--- src/rtl/tl45_operand_fetch.sv ---
// tl45_operand_fetch: register-read / operand-fetch stage between decode and execute.
// Reads the DPRF, resolves each operand from the DPRF, a forwarding bus or the
// immediate, and tracks in-flight destinations in a busy scoreboard. An operand
// that cannot be resolved, or a destination that is still busy, stalls decode and
// sends a bubble downstream.
module tl45_operand_fetch #(
    parameter int unsigned XLEN  = 32,
    parameter int unsigned NREGS = 16,
    parameter int unsigned NFWD  = 2,
    parameter int unsigned OPW   = 5,
    parameter int unsigned RW    = $clog2(NREGS)
) (
    input  logic                 i_clk,
    input  logic                 i_reset,

    input  logic                 i_pipe_stall,
    input  logic                 i_pipe_flush,
    output logic                 o_pipe_stall,
    output logic                 o_pipe_flush,

    input  logic                 i_valid,
    input  logic [OPW-1:0]       i_opcode,
    input  logic                 i_ri,
    input  logic                 i_wr_dr,
    input  logic [RW-1:0]        i_dr,
    input  logic [RW-1:0]        i_sr1,
    input  logic [RW-1:0]        i_sr2,
    input  logic [XLEN-1:0]      i_imm32,
    input  logic [XLEN-1:0]      i_pc,

    output logic [RW-1:0]        o_dprf_read_a1,
    output logic [RW-1:0]        o_dprf_read_a2,
    input  logic [XLEN-1:0]      i_dprf_d1,
    input  logic [XLEN-1:0]      i_dprf_d2,

    input  logic [NFWD-1:0]      i_fwd_valid,
    input  logic [NFWD*RW-1:0]   i_fwd_reg,
    input  logic [NFWD*XLEN-1:0] i_fwd_data,

    input  logic                 i_clr_valid,
    input  logic [RW-1:0]        i_clr_reg,
    output logic [NREGS-2:0]     o_busylist,

    output logic                 o_valid,
    output logic [OPW-1:0]       o_opcode,
    output logic [RW-1:0]        o_dr,
    output logic                 o_wr_dr,
    output logic [XLEN-1:0]      o_sr1_val,
    output logic [XLEN-1:0]      o_sr2_val,
    output logic [XLEN-1:0]      o_pc
);

    localparam int unsigned NBUSY = NREGS - 1;

    // Register addresses beyond the architectural file behave as r0.
    function automatic logic [RW-1:0] norm_reg(input logic [RW-1:0] a);
        norm_reg = (32'(a) >= NREGS) ? '0 : a;
    endfunction

    // Busy bit of a register; r0 is never busy.
    function automatic logic busy_of(input logic [NBUSY-1:0] b, input logic [RW-1:0] a);
        busy_of = 1'b0;
        for (int unsigned r = 1; r < NREGS; r++) begin
            if (a == RW'(r)) busy_of = b[r-1];
        end
    endfunction

    // Lowest-index forwarding bus carrying register a, if any.
    function automatic logic fwd_lookup(
        input  logic [RW-1:0]        a,
        input  logic [NFWD-1:0]      fv,
        input  logic [NFWD*RW-1:0]   fr,
        input  logic [NFWD*XLEN-1:0] fd,
        output logic [XLEN-1:0]      d
    );
        fwd_lookup = 1'b0;
        d          = '0;
        for (int unsigned k = 0; k < NFWD; k++) begin
            if (!fwd_lookup && fv[k] && (norm_reg(fr[k*RW +: RW]) == a)) begin
                fwd_lookup = 1'b1;
                d          = fd[k*XLEN +: XLEN];
            end
        end
    endfunction

    // State
    logic [NBUSY-1:0] busy_q,    busy_d;
    logic             o_valid_q, o_valid_d;
    logic [OPW-1:0]   o_opcode_q, o_opcode_d;
    logic [RW-1:0]    o_dr_q,    o_dr_d;
    logic             o_wr_dr_q, o_wr_dr_d;
    logic [XLEN-1:0]  o_sr1_q,   o_sr1_d;
    logic [XLEN-1:0]  o_sr2_q,   o_sr2_d;
    logic [XLEN-1:0]  o_pc_q,    o_pc_d;

    // Operand resolution signals
    logic [RW-1:0]    sr1_n, sr2_n, dr_n, clr_n;
    logic             sr1_busy, sr2_busy, dr_busy;
    logic             fwd1_hit, fwd2_hit;
    logic [XLEN-1:0]  fwd1_val, fwd2_val;
    logic             ok1, ok2;
    logic [XLEN-1:0]  val1, val2;
    logic             hazard;
    logic             issue;
    logic             flush_clr;

    // Resolve both operands and detect RAW/WAW hazards.
    always_comb begin
        sr1_n    = norm_reg(i_sr1);
        sr2_n    = norm_reg(i_sr2);
        dr_n     = norm_reg(i_dr);
        clr_n    = norm_reg(i_clr_reg);
        sr1_busy = busy_of(busy_q, sr1_n);
        sr2_busy = busy_of(busy_q, sr2_n);
        dr_busy  = busy_of(busy_q, dr_n);
        fwd1_hit = fwd_lookup(sr1_n, i_fwd_valid, i_fwd_reg, i_fwd_data, fwd1_val);
        fwd2_hit = fwd_lookup(sr2_n, i_fwd_valid, i_fwd_reg, i_fwd_data, fwd2_val);

        ok1  = 1'b1;
        val1 = i_dprf_d1;
        if (sr1_busy) begin
            ok1  = fwd1_hit;
            val1 = fwd1_hit ? fwd1_val : i_dprf_d1;
        end

        ok2  = 1'b1;
        val2 = i_dprf_d2;
        if (i_ri) begin
            val2 = i_imm32;
        end else if (sr2_busy) begin
            ok2  = fwd2_hit;
            val2 = fwd2_hit ? fwd2_val : i_dprf_d2;
        end

        hazard = i_valid && (!ok1 || !ok2 || (i_wr_dr && dr_busy));
    end

    // Output buffer next state: flush > downstream stall > bubble > issue.
    always_comb begin
        o_valid_d  = o_valid_q;
        o_opcode_d = o_opcode_q;
        o_dr_d     = o_dr_q;
        o_wr_dr_d  = o_wr_dr_q;
        o_sr1_d    = o_sr1_q;
        o_sr2_d    = o_sr2_q;
        o_pc_d     = o_pc_q;
        issue      = 1'b0;
        flush_clr  = 1'b0;

        if (i_pipe_flush) begin
            flush_clr  = o_valid_q && o_wr_dr_q && (o_dr_q != '0);
            o_valid_d  = 1'b0;
            o_opcode_d = '0;
            o_dr_d     = '0;
            o_wr_dr_d  = 1'b0;
            o_sr1_d    = '0;
            o_sr2_d    = '0;
            o_pc_d     = '0;
        end else if (i_pipe_stall) begin
            issue = 1'b0;
        end else if (hazard || !i_valid) begin
            o_valid_d  = 1'b0;
            o_opcode_d = '0;
            o_dr_d     = '0;
            o_wr_dr_d  = 1'b0;
            o_sr1_d    = '0;
            o_sr2_d    = '0;
            o_pc_d     = '0;
        end else begin
            issue      = 1'b1;
            o_valid_d  = 1'b1;
            o_opcode_d = i_opcode;
            o_dr_d     = dr_n;
            o_wr_dr_d  = i_wr_dr;
            o_sr1_d    = val1;
            o_sr2_d    = val2;
            o_pc_d     = i_pc;
        end
    end

    // Scoreboard next state: clears first, then an issuing write sets (set wins).
    always_comb begin
        busy_d = busy_q;
        for (int unsigned r = 1; r < NREGS; r++) begin
            if (i_clr_valid && (clr_n == RW'(r))) busy_d[r-1] = 1'b0;
            if (flush_clr && (o_dr_q == RW'(r)))  busy_d[r-1] = 1'b0;
            if (issue && i_wr_dr && (dr_n == RW'(r))) busy_d[r-1] = 1'b1;
        end
    end

    // State registers with asynchronous reset.
    always_ff @(posedge i_clk or posedge i_reset) begin
        if (i_reset) begin
            busy_q     <= '0;
            o_valid_q  <= 1'b0;
            o_opcode_q <= '0;
            o_dr_q     <= '0;
            o_wr_dr_q  <= 1'b0;
            o_sr1_q    <= '0;
            o_sr2_q    <= '0;
            o_pc_q     <= '0;
        end else begin
            busy_q     <= busy_d;
            o_valid_q  <= o_valid_d;
            o_opcode_q <= o_opcode_d;
            o_dr_q     <= o_dr_d;
            o_wr_dr_q  <= o_wr_dr_d;
            o_sr1_q    <= o_sr1_d;
            o_sr2_q    <= o_sr2_d;
            o_pc_q     <= o_pc_d;
        end
    end

    // Upstream handshake is combinational so decode sees the stall this cycle.
    assign o_pipe_stall   = i_pipe_stall | hazard;
    assign o_pipe_flush   = i_pipe_flush;
    assign o_dprf_read_a1 = i_sr1;
    assign o_dprf_read_a2 = i_sr2;

    assign o_busylist = busy_q;
    assign o_valid    = o_valid_q;
    assign o_opcode   = o_opcode_q;
    assign o_dr       = o_dr_q;
    assign o_wr_dr    = o_wr_dr_q;
    assign o_sr1_val  = o_sr1_q;
    assign o_sr2_val  = o_sr2_q;
    assign o_pc       = o_pc_q;

endmodule
--- config.mk ---
export PLATFORM = sky130hd
export DESIGN_NAME = tl45_operand_fetch
export DESIGN_NICKNAME = d
export VERILOG_FILES = /design/src/rtl/tl45_operand_fetch.sv
export SDC_FILE = /design/constraint.sdc
export NUM_CORES = 1
export LEC_CHECK = 0
export CORE_AREA = 3 3 140 142
export DETAILED_ROUTE_END_ITERATION = 12
export DIE_AREA = 0 0 143 145
export PLACE_DENSITY = 0.75
export SLEW_MARGIN = 30
export SYNTH_ARGS = -nofsm -noshare
export SYNTH_HDL_FRONTEND = slang
export SYNTH_SLANG_ARGS = --single-unit
--- constraint.sdc ---
create_clock -name i_clk -period 4.8 [get_ports i_clk]
set_input_delay 0.72 -clock i_clk [delete_from_list [all_inputs] [get_ports i_clk]]
set_output_delay 0.72 -clock i_clk [all_outputs]
set_load 0.02 [all_outputs]
==> results.cfg, run 1 <==
[worst_setup_path]
cp_data_arrival_time_ns = 3.60
cpLargestDelayFamily = buffers and inverters
timing.critical_path.fanout_max = 11
critical_path_cell_by_cell = clkdlybuf4s50_1 -> mux4_2 -> a21oi_1 -> o21ai_0 -> o21a_1 -> a2bb2oi_2 -> nand2_1 -> a21o_1 -> clkdlybuf4s50_1
worstPathRequired_ns = 4.08
timing.critical_path.buf_inv = 2
timing.setup.critical_path_class = in -> out
worstSetupEndpointType = output port
cp_slowest_stage_delay_ns = 0.83
crit_path_start_kind = input pin
crit_top_cell = sky130_fd_sc_hd__clkdlybuf4s50_1
crit_path_top_delay_cell = sky130_fd_sc_hd__clkdlybuf4s50_1

[route]
violation_count_after_the_first_detailed_route_iteration = 524
post_drt_wl_per_cell_um = 23.2
drt_pass1_iterations = 5
via_count = 7668
wirelength_um = 30800
drcViolationCount = 0
postRouteAntennaNets = 0
routed_via_density = 5.79

[run_status]
run_status = finished clean

[finish]
regArea_um2 = 3050
area.growth.synth_to_final_pct = 60.5
final_nets = 1309
multi_input_area_um2 = 3600
final_cells = 1325
fill_cells = 1666
utilization_pct = 61.1
diodes = 0
layout-drive-gt1-share_pct = 6.87

[clock_network]
cts_buffer_depth = 2
cts_resizes = 0
clock_sink_count = 122
count_of_hold_fix_buffers_inserted_at_cts = 0
tritoncts = built
clock_tree.root_cell = sky130_fd_sc_hd__clkbuf_16
insertion_delay_ns = 0.41
clk_pin_slew_worst_paths_ns = 0.06
postCtsSetupBuffers = 0
cts-buffers-inserted = 17
total_number_of_h_tree_levels = 4

[power_and_ir_drop]
p_switching_uw = 866
vdd_ir_drop_max_mv = 0.212
comb_power_share_pct = 22.3
p_leak_nw = 4.60
total_power_mw = 3.02
clockPowerShare_pct = 40.6
pint_mw = 2.16
power_density_nw_per_um2 = 266
power_frac_seq_pct = 37.0
power.switching_fraction_pct = 28.6

[min_path]
hp-class = reg -> reg

[synthesis]
syn_avg_cell_area_um2 = 9.37
synthDominantCellAreaShare_pct = 43.2
synthTopCellsByCount = 122 x sky130_fd_sc_hd__dfrtp_1, 82 x sky130_fd_sc_hd__nand2_1, 72 x sky130_fd_sc_hd__a22o_1, 66 x sky130_fd_sc_hd__nor2_1, 53 x sky130_fd_sc_hd__clkbuf_1
most_frequent_cell_after_synthesis = sky130_fd_sc_hd__dfrtp_1
synth_nets = 986
synth_edf_count = 0
synth_flop_cell = sky130_fd_sc_hd__dfrtp_1
postSynth.asyncResetShare_pct = 100
ys_types = 51
synth_cells = 755
synth.cell_area_um2 = 7070
synth.ff_latch_count = 122
synth_largest_area_cell = sky130_fd_sc_hd__dfrtp_1
synth_top_cells_by_area = sky130_fd_sc_hd__dfrtp_1 43%, sky130_fd_sc_hd__a22o_1 8.9%, sky130_fd_sc_hd__o31ai_1 4.7%
synthesis_warning_total = 0
synth-seq-area-share_pct = 43.2

[sta]
hold_viol_final = 0
finalSetupTns_ns = 0
clock.fmax_mhz = 231
setup_repair_after_global_routing_missed_its_margin = false
worst_pin_slew_ns = 0.776
finalMaxSlewViolations = 0
setup_slack_ns = 0.479
final.min_clock_period_ns = 4.32
min_period_over_period_pct = 90.0
setup_viol_count_final = 0
slew_headroom_pct = 48.2
final.setup_skew_ns = 0.0121

[global_route]
number_of_antenna_violations_at_the_first_check_in_global_routing = 3
overflow = 0
grt_max_degree = 70
number_of_global_route_vias_before_repair = 7863
first_pass_grt_wire_length_um = 45600
globalRouteTotalUtil_pct = 28.7

[place]
gpl.final_weighted_congestion = 0.951
post-place-ws_ns = 0.498
numPlacedInstances = 1293
place.detailed.hpwl_um = 21900
port_buffers = 362

[job]
cap_viol_max_count = 0

[floorplan]
core_region_area_um2 = 18600
placementRows = 50
fp.dieArea_um2 = 20700
floorplan.initialDensity_pct = 38.1
top_level_ports = 363
height_of_the_chip_um = 145
die_w_um = 143
==> cell type report <==
class	count	share of cell area, %
Multi-Input combinational cell	547	31.8
Clock inverter	13	1.06
Clock buffer	19	3.90
Tap cell	234	2.58
Inverter	6	0.243
Sequential cell	122	26.9
Timing Repair Buffer	384	33.6
==> power by group through the flow <==
stage          sequential, mW  clock [mW]  combinational [mW]
3_5_place_dp             1.13           0               0.673
6_report                 1.12        1.23               0.675
5_1_grt                  1.12        1.30               0.717
4_1_cts                  1.12        1.25               0.676
2_1_floorplan            1.17           0               0.246
3_3_place_gp             1.14           0               0.670
==> worst paths after layout <==
path	startpoint	end	slack (ns)	cells after the start
max in group asynchronous	i_reset	o_sr1_val[29]$_DFFE_PP0P_	3.24	3
worst min-delay path	o_sr1_val[22]$_DFFE_PP0P_	o_sr1_val[22]$_DFFE_PP0P_	0.48	2
min in group asynchronous	i_reset	o_pc[4]$_DFFE_PP0P_	0.80	2
worst min register to register	o_sr1_val[22]$_DFFE_PP0P_	o_sr1_val[22]$_DFFE_PP0P_	0.48	2
worst max-delay path	i_sr2[1]	o_pipe_stall	0.48	9
worst max register to register	o_busylist[6]$_DFFE_PP0P_	o_pc[9]$_DFFE_PP0P_	1.93	8
==> cell families after synthesis <==
logic type      after synthesis  share of synthesized area [%]
simple gates                228                           14.4
compound gates              285                           31.0
flops                       122                           43.2
mux                          17                           3.17
buf+inv                      86                           6.17
xor+xnor                     17                           2.11
==> per-layer routing <==
| metal | global-route usage, % | wire, um |
|---|---|---|
| met5 | 0 | 41 |
| met4 | 11.9 | 1010 |
| met3 | 8.40 | 2980 |
| met2 | 46.1 | 14500 |
| met1 | 35.9 | 12200 |
==> stage by stage <==
| step | hold slack (ns) | cell area (um^2) |
|---|---|---|
| finish | 0.482 | 11300 |
| global route | 0.508 | 11300 |
| CTS | 0.487 | 11300 |
| detailed placement | 0.475 | 10800 |
| global placement | 0.467 | 10800 |
| floorplan | 0.598 | 7070 |
==> flip-flops by register name, indices dropped and copies added, names as in the netlist <==
register and flops:
o_sr2_val 32, o_valid 1, o_dr 4, o_wr_dr 1, o_busylist 15, o_opcode 5
o_sr1_val 32, o_pc 32
==> cell usage in the layout, fill, tap and decap left out, types with 4 or more instances in the layout <==
master / Yosys / final
sky130_fd_sc_hd__inv_1: 6 / 5
sky130_fd_sc_hd__o22ai_1: 34 / 34
sky130_fd_sc_hd__o221ai_1: 15 / 15
sky130_fd_sc_hd__nand2_1: 82 / 82
sky130_fd_sc_hd__o21a_1: 33 / 33
sky130_fd_sc_hd__nand2b_1: 10 / 10
sky130_fd_sc_hd__xnor2_1: 4 / 4
sky130_fd_sc_hd__mux4_2: 4 / 4
sky130_fd_sc_hd__buf_4: 12 / 20
sky130_fd_sc_hd__dfrtp_1: 122 / 122
sky130_fd_sc_hd__a22o_1: 72 / 72
sky130_fd_sc_hd__nor3_1: 38 / 38
sky130_fd_sc_hd__a21oi_1: 4 / 4
sky130_fd_sc_hd__o21ai_1: 35 / 35
sky130_fd_sc_hd__o31ai_1: 44 / 44
sky130_fd_sc_hd__nor2_1: 66 / 66
sky130_fd_sc_hd__mux2i_1: 10 / 10
sky130_fd_sc_hd__o22a_1: 32 / 32
sky130_fd_sc_hd__xor2_1: 13 / 13
sky130_fd_sc_hd__inv_6: 0 / 4
sky130_fd_sc_hd__clkbuf_16: 0 / 17
sky130_fd_sc_hd__clkdlybuf4s50_1: 0 / 361
sky130_fd_sc_hd__or3_1: 4 / 4
sky130_fd_sc_hd__nand3_1: 10 / 9
==> tightest hold or removal path, stage by stage (launching register included) <==
cell,delay (ns)
sky130_fd_sc_hd__dfrtp_1,0.34
sky130_fd_sc_hd__nand2_1,0.05
sky130_fd_sc_hd__o21ai_1,0.06
(Power assumes the default switching activity.)
==> run 2: changes to the inputs <==
--- a/config.mk
+++ b/config.mk
@@ -5,10 +5,13 @@
 export SDC_FILE = /design/constraint.sdc
 export NUM_CORES = 1
 export LEC_CHECK = 0
-export CORE_AREA = 3 3 140 142
+export ABC_CLOCK_PERIOD_IN_PS = 4800
+export CORE_AREA = 3 3 138 140
+export CTS_BUF_LIST = sky130_fd_sc_hd__clkbuf_2
+export CTS_CLUSTER_SIZE = 14
 export DETAILED_ROUTE_END_ITERATION = 12
-export DIE_AREA = 0 0 143 145
-export PLACE_DENSITY = 0.75
+export DIE_AREA = 0 0 141 143
+export PLACE_DENSITY = 0.77
 export SLEW_MARGIN = 30
 export SYNTH_ARGS = -nofsm -noshare
 export SYNTH_HDL_FRONTEND = slang
==> results.cfg, run 2 (synthesis gave the netlist of run 1 again) <==
[clock_network]
postCtsSetupBuffers = 0
tritoncts = built
cts_buffer_depth = 2
clock_sink_count = 122
clk_pin_slew_worst_paths_ns = 0.21
cts_resizes = 0
clock_tree.root_cell = sky130_fd_sc_hd__clkbuf_2
total_number_of_h_tree_levels = 4
count_of_hold_fix_buffers_inserted_at_cts = 0
cts-buffers-inserted = 17
insertion_delay_ns = 0.72

[route]
postRouteAntennaNets = 0
via_count = 7729
post_drt_wl_per_cell_um = 22.8
routed_via_density = 5.87
wirelength_um = 30000
drcViolationCount = 0
violation_count_after_the_first_detailed_route_iteration = 481
drt_pass1_iterations = 5

[power_and_ir_drop]
clockPowerShare_pct = 28.1
power_density_nw_per_um2 = 227
vdd_ir_drop_max_mv = 0.169
power_frac_seq_pct = 44.7
total_power_mw = 2.50
comb_power_share_pct = 27.1
power.switching_fraction_pct = 31.6
p_switching_uw = 789
p_leak_nw = 4.46
pint_mw = 1.71

[worst_setup_path]
critical_path_cell_by_cell = clkdlybuf4s50_1 -> mux4_2 -> a21oi_1 -> o21ai_0 -> o21a_1 -> a2bb2oi_2 -> nand2_1 -> a21o_1 -> clkdlybuf4s50_1
crit_path_top_delay_cell = sky130_fd_sc_hd__clkdlybuf4s50_1
timing.critical_path.fanout_max = 11
crit_path_start_kind = input pin
worstSetupEndpointType = output port
worstPathRequired_ns = 4.08
timing.setup.critical_path_class = in -> out
worst-r2r-setup-slack_ns = 2.00
timing.critical_path.buf_inv = 2
cp_slowest_stage_delay_ns = 0.79
cpLargestDelayFamily = buffers and inverters
cp_data_arrival_time_ns = 3.54
crit_top_cell = sky130_fd_sc_hd__clkdlybuf4s50_1

[global_route]
first_pass_grt_wire_length_um = 44500
grt_max_degree = 71
globalRouteTotalUtil_pct = 28.8
number_of_global_route_vias_before_repair = 7718
number_of_antenna_violations_at_the_first_check_in_global_routing = 1
overflow = 0

[finish]
layout-drive-gt1-share_pct = 6.35
multi_input_area_um2 = 3600
regArea_um2 = 3050
final_area_um2 = 11000
utilization_pct = 61.3
area.growth.synth_to_final_pct = 55.7
layout_common_cells = 361 x sky130_fd_sc_hd__clkdlybuf4s50_1, 122 x sky130_fd_sc_hd__dfrtp_1, 82 x sky130_fd_sc_hd__nand2_1
final_cells = 1317
final_nets = 1305
layout.cells.most_common = sky130_fd_sc_hd__clkdlybuf4s50_1
fill_cells = 1575

[sta]
worst_pin_slew_ns = 0.754
clock.fmax_mhz = 235
slew_headroom_pct = 49.7
final_layout_worst_hold_slack_ns = 0.479
setup_viol_count_final = 0
finalSetupTns_ns = 0
finalMaxSlewViolations = 0
final.setup_skew_ns = 0.0443
setup_repair_after_global_routing_missed_its_margin = false
final.min_clock_period_ns = 4.26
min_period_over_period_pct = 88.7
hold_viol_final = 0
setup_slack_ns = 0.541

[run_status]
run_status = finished clean

[place]
gpl.final_weighted_congestion = 0.987
numPlacedInstances = 1284
port_buffers = 362
post-place-ws_ns = 0.554
place.detailed.hpwl_um = 21000
postPlaceCellArea_um2 = 10800

[floorplan]
floorplan.initialDensity_pct = 39.4
height_of_the_chip_um = 143
core_region_area_um2 = 18000
top_level_ports = 363
placementRows = 49
fp.dieArea_um2 = 20200
die_w_um = 141

[min_path]
hp-class = in -> async

[job]
cap_viol_max_count = 0
==> run 2: path summary, 6_finish.rpt <==
path                                                 from                   endpoint  cells past startpoint
worst max-delay path                             i_sr2[1]               o_pipe_stall                      9
worst min-delay path                              i_reset       o_pc[29]$_DFFE_PP0P_                      2
worst max register to register  o_busylist[6]$_DFFE_PP0P_   o_sr1_val[4]$_DFFE_PP0P_                      8
worst min register to register  o_sr1_val[30]$_DFFE_PP0P_  o_sr1_val[30]$_DFFE_PP0P_                      2
max in group asynchronous                         i_reset  o_busylist[7]$_DFFE_PP0P_                      3
min in group i_clk              o_sr1_val[30]$_DFFE_PP0P_  o_sr1_val[30]$_DFFE_PP0P_                      2
==> run 2: area by class of cell <==
cell class | instances | share of cell area [%]
timing repair buffer | 380 | 34.5
multi-input combinational | 547 | 32.7
sequential | 122 | 27.7
tap | 229 | 2.60
clock inverter | 15 | 1.43
clock buffer | 17 | 0.773
inverter | 6 | 0.227
antenna | 1 | 0.0227
==> run 2: routing by layer <==
layer  track usage, %  vias up  part of all wire (%)
li1                 -     3464                     -
met1             36.0     3690                    39
met2             46.8      509                    48
met3             8.07       66                    10
met4             12.7        0                   3.0
met5                0        -                     0
==> run 2: worst register-to-register path, delay by kind of cell, from the launching register on <==
kind                   cells  cell delay, ns
muxes                      1            0.50
buffers and inverters      1            0.44
DFF                        1            0.51
AOI/OAI and AO/OA          5            0.83
and+or+nand+nor            1            0.48
==> run 2: power groups by stage <==
stage               Sequential (mW)  Clock [mW]  Combinational (mW)
finish                         1.12       0.702               0.677
global route                   1.12       0.760               0.718
CTS                            1.11       0.719               0.675
detailed placement             1.13           0               0.672
global placement               1.13           0               0.663
floorplan                      1.17           0               0.246
==> run 3: changes to the inputs <==
--- a/config.mk
+++ b/config.mk
@@ -11,6 +11,7 @@
 export CTS_CLUSTER_SIZE = 14
 export DETAILED_ROUTE_END_ITERATION = 12
 export DIE_AREA = 0 0 141 143
+export GPL_TIMING_DRIVEN = 0
 export PLACE_DENSITY = 0.77
 export SLEW_MARGIN = 30
 export SYNTH_ARGS = -nofsm -noshare
==> results.cfg, run 3 (synthesis gave the netlist of run 1 again) <==
[worst_setup_path]
worst-path-stages = 9
timing.critical_path.fanout_max = 10
timing.rr.start = o_busylist[6]$_DFFE_PP0P_
cpLargestDelayFamily = buffers and inverters
critPathCapture = o_pipe_stall
timing.reg2reg.worst_path_depth = 8
timing.critical_path.buf_inv = 3
cp_slowest_stage_delay_ns = 0.60
worst-r2r-setup-slack_ns = 2.01
crit_path_start_kind = input pin
critical_path_cell_by_cell = clkdlybuf4s50_1 -> buf_4 -> mux4_2 -> nand2b_4 -> a31oi_4 -> a2bb2oi_2 -> nand2_1 -> a21o_1 -> clkdlybuf4s50_1
crit_top_cell = sky130_fd_sc_hd__clkdlybuf4s50_1
crit_path_start = i_sr1[1]
worstPathRequired_ns = 4.08
critical_path.reg2reg.endpoint = o_busylist[11]$_DFFE_PP0P_
worstSetupEndpointType = output port
crit_path_top_delay_cell = sky130_fd_sc_hd__clkdlybuf4s50_1
timing.setup.critical_path_class = in -> out
cp_data_arrival_time_ns = 3.59

[route]
postRouteAntennaNets = 0
violation_count_after_the_first_detailed_route_iteration = 538
wirelength_um = 30600
drt_pass1_iterations = 5
drcViolationCount = 0
routed_via_density = 5.72
via_count = 7842
post_drt_wl_per_cell_um = 22.3

[floorplan]
floorplan.initialDensity_pct = 39.4
placementRows = 49
top_level_ports = 363
height_of_the_chip_um = 143
die_w_um = 141
fp.dieArea_um2 = 20200
core_region_area_um2 = 18000

[finish]
area.growth.synth_to_final_pct = 59.0
final_area_um2 = 11200
multi_input_area_um2 = 3580
fill_cells = 1606
layout-drive-gt1-share_pct = 6.65
layout_common_cells = 354 x sky130_fd_sc_hd__clkdlybuf4s50_1, 122 x sky130_fd_sc_hd__dfrtp_1, 82 x sky130_fd_sc_hd__nand2_1
regArea_um2 = 3050
final_nets = 1360
layout.cells.most_common = sky130_fd_sc_hd__clkdlybuf4s50_1

[global_route]
number_of_antenna_violations_at_the_first_check_in_global_routing = 1
overflow = 0
number_of_global_route_vias_before_repair = 7984
grt_max_degree = 65
first_pass_grt_wire_length_um = 46400
globalRouteTotalUtil_pct = 29.8

[clock_network]
cts_resizes = 0
postCtsSetupBuffers = 0
count_of_hold_fix_buffers_inserted_at_cts = 0
clock_sink_count = 122
clk_pin_slew_worst_paths_ns = 0.19
clock_tree.root_cell = sky130_fd_sc_hd__clkbuf_2
cts-buffers-inserted = 17
insertion_delay_ns = 0.70
total_number_of_h_tree_levels = 4
cts_buffer_depth = 2
tritoncts = built

[job]
cap_viol_max_count = 0

[power_and_ir_drop]
power_frac_seq_pct = 42.5
vdd_ir_drop_max_mv = 0.157
power_density_nw_per_um2 = 234
p_switching_uw = 802
power.switching_fraction_pct = 30.5
pint_mw = 1.83
p_leak_nw = 4.56
comb_power_share_pct = 26.1
clockPowerShare_pct = 31.4

[place]
gpl.final_weighted_congestion = 0.931
postPlaceCellArea_um2 = 10900
post-place-ws_ns = 0.559
port_buffers = 354
place.detailed.hpwl_um = 23400

[sta]
slew_headroom_pct = 43.6
clock.fmax_mhz = 232
worst_pin_slew_ns = 0.846
setup_slack_ns = 0.495
final.setup_skew_ns = 0.0289
final_layout_worst_hold_slack_ns = 0.443
final.min_clock_period_ns = 4.31
setup_repair_after_global_routing_missed_its_margin = false
finalMaxSlewViolations = 0
min_period_over_period_pct = 89.7
hold_viol_final = 0
setup_viol_count_final = 0

[min_path]
hp-class = in -> async

[run_status]
run_status = finished clean
-- run 3: cell count changes in the layout (fill, tap and decap cells not counted), moves of 2 or more --
cell,delta
sky130_fd_sc_hd__buf_2,+6
sky130_fd_sc_hd__buf_4,-3
sky130_fd_sc_hd__clkinv_4,+2
sky130_fd_sc_hd__bufinv_16,+2
sky130_fd_sc_hd__buf_12,-2
sky130_fd_sc_hd__buf_6,+8
sky130_fd_sc_hd__inv_6,+2
sky130_fd_sc_hd__clkdlybuf4s50_1,-7
sky130_fd_sc_hd__clkinv_2,-4
sky130_fd_sc_hd__clkbuf_1,+53
-- run 3: worst min-delay path by stage --
stage	startpoint	end	slack, ns	cells past startpoint
final	i_reset	o_pc[13]$_DFFE_PP0P_	0.44	2
after global routing	i_reset	o_opcode[3]$_DFFE_PP0P_	0.39	2
after CTS	i_reset	o_pc[3]$_DFFE_PP0P_	0.38	2
after detailed placement	o_sr1_val[11]$_DFFE_PP0P_	o_sr1_val[11]$_DFFE_PP0P_	0.48	2
after global placement	o_sr1_val[20]$_DFFE_PP0P_	o_sr1_val[20]$_DFFE_PP0P_	0.47	2
after floorplan	o_sr1_val[0]$_DFFE_PP0P_	o_sr1_val[0]$_DFFE_PP0P_	0.60	2
-- run 3: per-stage QoR --
stage	utilization, %	total power [mW]	cells	setup TNS, ns
floorplan	-	1.42	755	0
global placement	60.7	1.81	1338	-126.62
detailed placement	60.9	1.82	1339	0
CTS	62.6	2.65	1371	0
global route	62.6	2.74	1372	0
finish	62.6	2.63	1372	0
-- run 3: power groups by stage --
stage	logic, mW	clock network (mW)	registers, mW
5_1_grt	0.732	0.885	1.12
6_report	0.686	0.826	1.12
4_1_cts	0.687	0.844	1.12
3_5_place_dp	0.683	0	1.14
2_1_floorplan	0.246	0	1.17
3_3_place_gp	0.676	0	1.14
-- run 3: worst reg2reg max path, cell delays in order, from the launching register on --
cell	delay, ns
sky130_fd_sc_hd__dfrtp_1	0.53
sky130_fd_sc_hd__mux4_2	0.52
sky130_fd_sc_hd__a21oi_1	0.14
sky130_fd_sc_hd__o21ai_0	0.13
sky130_fd_sc_hd__o21a_1	0.24
sky130_fd_sc_hd__a2bb2oi_2	0.29
sky130_fd_sc_hd__nand3_2	0.24
sky130_fd_sc_hd__buf_4	0.25
sky130_fd_sc_hd__o31ai_1	0.34
-- run 3: per-layer routing --
metal	vias up	global-route usage [%]	share of wire, %
met2	426	49.6	48
met5	-	0	0
met1	3763	37.8	41
met3	75	7.27	8.4
met4	0	11.2	3.2
li1	3578	-	-
-- run 3: cell type report --
cell class                      instances  share of cell area [%]
Tap cell                              229                    2.55
Timing Repair Buffer                  355                    31.7
Buffer                                 80                    3.68
Sequential cell                       122                    27.1
Clock inverter                         15                    1.97
Antenna cell                            1                  0.0222
Inverter                                6                   0.267
Multi-Input combinational cell        547                    31.9
Clock buffer                           17                   0.756
